File: config.mk
export PLATFORM = sky130hd
export DESIGN_NAME = reg_dump_reader
export DESIGN_NICKNAME = d
export VERILOG_FILES = /design/src/rtl/reg_dump_reader.sv
export SDC_FILE = /design/constraint.sdc
export NUM_CORES = 1
export LEC_CHECK = 0
export ABC_AREA = 1
export CAP_MARGIN = 20
export CORE_UTILIZATION = 44
export CTS_BUF_LIST = sky130_fd_sc_hd__clkbuf_4 sky130_fd_sc_hd__clkbuf_8
export DETAILED_ROUTE_END_ITERATION = 8
export PLACE_DENSITY = 0.78
export SYNTH_ARGS = -nofsm -noshare
export SYNTH_HDL_FRONTEND = slang
export SYNTH_SLANG_ARGS = --single-unit
File: constraint.sdc
create_clock -name clk -period 5.5 [get_ports clk]
set_clock_uncertainty 0.2 [all_clocks]
set_input_delay 1.1 -clock clk [delete_from_list [all_inputs] [get_ports clk]]
set_output_delay 1.1 -clock clk [all_outputs]
set_load 0.02 [all_outputs]
File: src/rtl/reg_dump_reader.sv
// Snapshots up to eight registers on start and streams the selected ones out
// over a valid/ready channel in ascending index order. Define REG_DUMP_PARITY_EN to add out_par.
module reg_dump_reader #(
    parameter int DW = 9
) (
    input  logic              clk,
    input  logic              Reset,
    input  logic              start,
    input  logic [7:0]        mask,
    input  logic [8*DW-1:0]   regs_flat,
    input  logic              out_ready,
    output logic              out_valid,
    output logic [2:0]        out_idx,
    output logic [DW-1:0]     out_data,
    output logic              busy,
    output logic              done
`ifdef REG_DUMP_PARITY_EN
    ,
    output logic              out_par
`endif
);

    typedef enum logic {IDLE, SEND} state_t;

    state_t         state, state_nxt;
    logic [7:0]     snap_mask, snap_mask_nxt;
    logic [DW-1:0]  snap_data [8];
    logic           done_nxt;
    logic           capture;
    logic [2:0]     low_idx;
    logic [7:0]     low_bit;

    // Lowest set bit of the remaining mask is always the current beat.
    always_comb begin
        low_idx = '0;
        for (int i = 7; i >= 0; i--) begin
            if (snap_mask[i]) low_idx = 3'(i);
        end
        low_bit = 8'(1) << low_idx;
    end

    // NOTE: every signal written here gets a default first, so no latch is inferred.
    always_comb begin
        state_nxt     = state;
        snap_mask_nxt = snap_mask;
        done_nxt      = 1'b0;
        capture       = 1'b0;
        case (state)
            IDLE: begin
                if (start) begin
                    if (mask == 8'h00) begin
                        done_nxt = 1'b1;
                    end else begin
                        capture       = 1'b1;
                        snap_mask_nxt = mask;
                        state_nxt     = SEND;
                    end
                end
            end
            SEND: begin
                if (out_ready) begin
                    snap_mask_nxt = snap_mask & ~low_bit;
                    if (snap_mask_nxt == 8'h00) begin
                        state_nxt = IDLE;
                        done_nxt  = 1'b1;
                    end
                end
            end
            default: state_nxt = IDLE;
        endcase
    end

    // NOTE: sequential state uses non-blocking assignments so all registers update together.
    always_ff @(posedge clk) begin
        if (Reset) begin
            state     <= IDLE;
            snap_mask <= '0;
            done      <= 1'b0;
        end else begin
            state     <= state_nxt;
            snap_mask <= snap_mask_nxt;
            done      <= done_nxt;
        end
    end

    // NOTE: the data snapshot is not reset; it is only visible while out_valid is high.
    always_ff @(posedge clk) begin
        if (capture && !Reset) begin
            for (int i = 0; i < 8; i++) begin
                snap_data[i] <= regs_flat[i*DW +: DW];
            end
        end
    end

    always_comb begin
        out_valid = (state == SEND);
        busy      = (state == SEND);
        out_idx   = out_valid ? low_idx : 3'd0;
        out_data  = out_valid ? snap_data[low_idx] : '0;
    end

`ifdef REG_DUMP_PARITY_EN
    // out_data is already zero when idle, so the parity is too.
    assign out_par = ^out_data;
`endif

endmodule

---- After elaboration in Yosys (flattened, before gate mapping) ----
Memories as Yosys holds them, arrays and structs flattened.
Cells that the tools add are included.
operators by class
  equal/unequal tests ..................... 3
  shift operators ......................... 1
  muxes and demuxes ....................... 27
  bitwise operators ....................... 3
  reductions and logical operators ........ 5
operators with widths
  operator                                                            number
  3-bit 2-to-1 mux                                                    9
  8-bit 2-to-1 mux                                                    3
  8-bit zero test                                                     2
  8-bit one-hot mux with 2 select lines                               1
  1-bit 2-to-1 mux                                                    11
  9-bit 2-to-1 mux                                                    1
  8-bit AND                                                           1
  8-bit inverter                                                      1
  1-bit by 3-bit << shifter with 8-bit output (first input constant)  1
  2-bit != test (second input constant)                               3
  1-bit one-hot mux with 2 select lines                               2
  3-bit AND reduction                                                 1
  1-bit logical AND                                                   1
  1-bit zero test                                                     1
  1-bit inverter                                                      1
storage, ports and cells
  flip-flop bits (word level) ............. 10
  bits in writable memories ............... 72
  bits of input ports ..................... 84
  output and inout port bits .............. 15
  word-level logic and storage cells ...... 43
  memories ................................ 1
memory list
  memory     depth  width  rd ports  clocked after memory_dff  write ports  line  RTL
  snap_data  8      9      1         0                         8            27    logic [DW-1:0] snap_data [8];

---- Longest topological paths before layout ----
  depth in word-level cells ............... 15
  mapped depth ............................ 14
  mapped depth without buffers ............ 14

---- Least setup slack after synthesis ----
OpenSTA, ideal clock, no wires.
  kind .................................... input -> register
  from .................................... input port mask[0]
  to ...................................... memory snap_data[0][0], enable pin
  library setup time ...................... 0.506 ns
  arrival time ............................ 4.542 ns
  data required time ...................... 4.794 ns
  slack ................................... 0.253 ns
  cell stages on the path ................. 6
  path buffers ............................ 0
  path through ............................ nor2_1 > nand2_1 > nor2_1 > nor3_1 > inv_1 > nor2_1
RTL lines
  element          line  RTL
  start, declared  9     input logic [7:0] mask,
  end, declared    27

---- Final worst setup path ----
  from .................................... register snap_mask[0]
  to ...................................... output port out_data[0]
between the ends
  cells in the longest elaborated chain, start to end .. 3
RTL lines
  element                 line  RTL
  start, declared         26    logic [7:0] snap_mask, snap_mask_nxt;
  start signal, assigned  81    snap_mask <= snap_mask_nxt;
  3-bit 2-to-1 mux        37    if (snap_mask[i]) low_idx = 3'(i);
  memory read 8 x 9 bit   -
  9-bit 2-to-1 mux        99    out_data = out_valid ? snap_data[low_idx] : '0;
  end, declared           14    output logic [DW-1:0] out_data,
Every way passes these cells.

==> impl_metrics.env <==
export IMPL_status="complete, no violations"
export IMPL_cts_root_buffer="clkbuf_8"
export IMPL_firstDrtPassIters=4
export IMPL_nFillCells=591
export IMPL_netlist_top_cell_by_area="edfxtp_1"
export IMPL_max_cap_viol_count=0
export IMPL_grt_max_degree=75
export IMPL_drtAntennaViolNets=0
export IMPL_synth_cell_type_count=28
export IMPL_ys_seq_elements=82
export IMPL_wirelength_mm=7.87
export IMPL_r2r_start="busy"
export IMPL_ys_seq_area_share_pct=68.3
export IMPL_fin_crit_sh_pct=78.5
export IMPL_postCtsSetupRepairBufs=0
export IMPL_hold_violations=0
export IMPL_ios=99
export IMPL_cts_buffers=9
export IMPL_crit_type="reg2out"
export IMPL_max_slew_worst_pin_slew_ps=897
export IMPL_synth_edf_count=72
export IMPL_rows=31
export IMPL_nets=490
export IMPL_ys_warn_count=0
export IMPL_design_area_sq_mm=0.00470
export IMPL_synthTopCellsByArea="edfxtp_1, nor2_1, dfxtp_1, nand2_1, o21ai_0"
export IMPL_ir_drop_uv=193
export IMPL_p_seq_share_pct=47.1
export IMPL_worst_slack_ps=1180
export IMPL_netlist_area_sq_mm=0.00346
export IMPL_rsz0062_at_grt="false"
export IMPL_p_comb_share_pct=26.9
export IMPL_cp_max_fo=11
export IMPL_cts_htree_levels=3
export IMPL_path_cells="nor2_4, nand2_1, nor2_1, inv_1, nor2_2, o21ai_0, nor2_1, o221ai_1, nand2_1, clkdlybuf4s50_1"
export IMPL_reg2reg_to="snap_data[3][8]"
export IMPL_syn2layout_area_growth_pct=35.9
export IMPL_setup_viol=0
export IMPL_rrSetupSlack_ps=3190
export IMPL_synth_top_area_share_pct=62.5
export IMPL_startpoint="snap_mask[0]"
export IMPL_hold_end="snap_mask[4]"
export IMPL_ys_flop_type="edfxtp_1"
export IMPL_power_density_mw_per_mm2=334
export IMPL_cp_start_kind="flip-flop"
export IMPL_routed_via_count=2530
export IMPL_fin_setup_tns_ps=0
export IMPL_intPower_w=0.00108
export IMPL_register_area_sq_mm=0.00236
export IMPL_cts_buffer_depth=2
export IMPL_switching_power_w=0.000488
export IMPL_fin_crit_ps=4320
export IMPL_design_die_area_sq_mm=0.00822
export IMPL_track_usage_pct=20.4
export IMPL_multi_input_area_sq_um=931
export IMPL_die_y_um=90.7
export IMPL_cts_resized=0
export IMPL_chipWidth_um=90.7
export IMPL_arrival_ps=3020
export IMPL_place_area_sq_mm=0.00451
export IMPL_power_share_clock_pct=26.0
export IMPL_cts_clk_slew_worst_paths_ps=80
export IMPL_min_from="snap_mask[4]"
export IMPL_grt_pass1_vias=2583
export IMPL_slew_headroom_pct=40.2
export IMPL_cp_required_ps=4200
export IMPL_async_reset_ff_share_pct=0
export IMPL_max_freq_mhz=232
export IMPL_pre_cts_ws_ps=1580
export IMPL_dp_hpwl_mm=5.50
export IMPL_total_power_w=0.00157
export IMPL_cp_slowest_stage_delay_ps=590
export IMPL_cts_tree="done"
export IMPL_ctsHoldBuffers=0
export IMPL_power_leakage_nw=1.74
export IMPL_drive_above_1_share_pct=9.98
export IMPL_drc=0
export IMPL_start_util_pct=46.7
export IMPL_clock_sinks=82
export IMPL_crit_slowest_cell="clkdlybuf4s50_1"
export IMPL_worstSetupEndpointType="output pin"
export IMPL_core_area_sq_mm=0.00741
export IMPL_yosysMostFrequentCell="edfxtp_1"
export IMPL_antennaDiodeCount=0
export IMPL_synth_fp_nets=388
export IMPL_place_gp_congestion=0.920
export IMPL_slew_violations=0
export IMPL_hp_class="reg2reg"
export IMPL_post_drt_wl_per_cell_um=15.4
export IMPL_grt_pass1_wl_mm=12.8
export IMPL_crit_family="simple AND/OR/NAND/NOR gates"
export IMPL_worstRegToRegCells=4
export IMPL_vias_per_cell=4.96
export IMPL_synthCells=304
export IMPL_syn_avg_cell_area_sq_um=11.4
export IMPL_antenna_found_initial=0
export IMPL_ys_top_cells_by_count="edfxtp_1, nor2_1, nand2_1"
export IMPL_port_buffers=98
export IMPL_insertion_delay_ps=340
export IMPL_critPathBufInv=2
export IMPL_grt_overflow=0
export IMPL_hold_path_depth=2
export IMPL_p_sw_share_pct=31.1
export IMPL_drt_iter0_drc=249
==> worst reg2reg max path: cells and delay by family, from the launching register on <==
kind          cells  cell delay [ps]
simple gates      2              400
buf+inv           2              780
flops             1              490
==> through the flow <==
| step | hold slack (ps) | utilization (%) | cells |
|---|---|---|---|
| finish | 321 | 63.4 | 510 |
| global route | 348 | 63.4 | 510 |
| CTS | 320 | 63.4 | 510 |
| detailed placement | 307 | 60.9 | 494 |
| global placement | 300 | 60.9 | 494 |
| floorplan | 278 | - | 304 |
==> cell type report <==
cell class	count	area share, %
clock buffers	12	3.25
clock inverters	4	0.719
inverters	28	2.29
multi-input cells	186	19.8
flip-flops and latches	82	50.3
well taps	99	2.64
repair buffers	99	21.0
==> cell families (layout without fill, tap and decap cells) <==
logic type / count (synthesis) / after routing / share of synthesized area (%)
AO/OA/AOI/OAI: 57 / 57 / 9.91
buffers and inverters: 36 / 143 / 4.99
flip-flops: 82 / 82 / 68.3
AND/OR/NAND/NOR: 129 / 129 / 16.8
==> cells in the final DEF, fill, tap and decap left out, types with 13 or more instances in the layout <==
master / instances
clkdlybuf4s50_1: 98
nor2_1: 53
o21ai_0: 26
a21oi_1: 13
edfxtp_1: 72
nand2_1: 38
inv_1: 27
==> flip-flops by register name, summed over array words and instances, names as in the netlist <==
name	cells
snap_mask	8
busy	1
snap_data	72
done	1
==> metal layers <==
layer / up-vias / GRT usage (%) / share of wire (%)
met5: - / 0 / 0
met4: 0 / 6.59 / 0.75
met3: 6 / 4.46 / 6.2
met2: 95 / 33.3 / 50
met1: 1166 / 27.1 / 43
li1: 1263 / - / -
==> power by group through the flow <==
stage	Combinational (W)	Sequential, W	Clock [W]
3_5_place_dp	0.000422	0.000753	0
4_1_cts	0.000426	0.000739	0.000416
3_3_place_gp	0.000414	0.000751	0
2_1_floorplan	0.000264	0.000751	0
6_report	0.000423	0.000739	0.000407
5_1_grt	0.000466	0.000744	0.000445
==> worst max path at each step <==
stage               slack [ps]         endpoint  cells past startpoint
CTS                       1180      out_data[0]                     10
floorplan                  250  snap_data[0][0]                      6
finish                    1180      out_data[0]                     10
global route               910      out_data[0]                     10
global placement          1690      out_data[0]                     10
detailed placement        1580      out_data[0]                     10
Power figures use the tool's default switching activity.
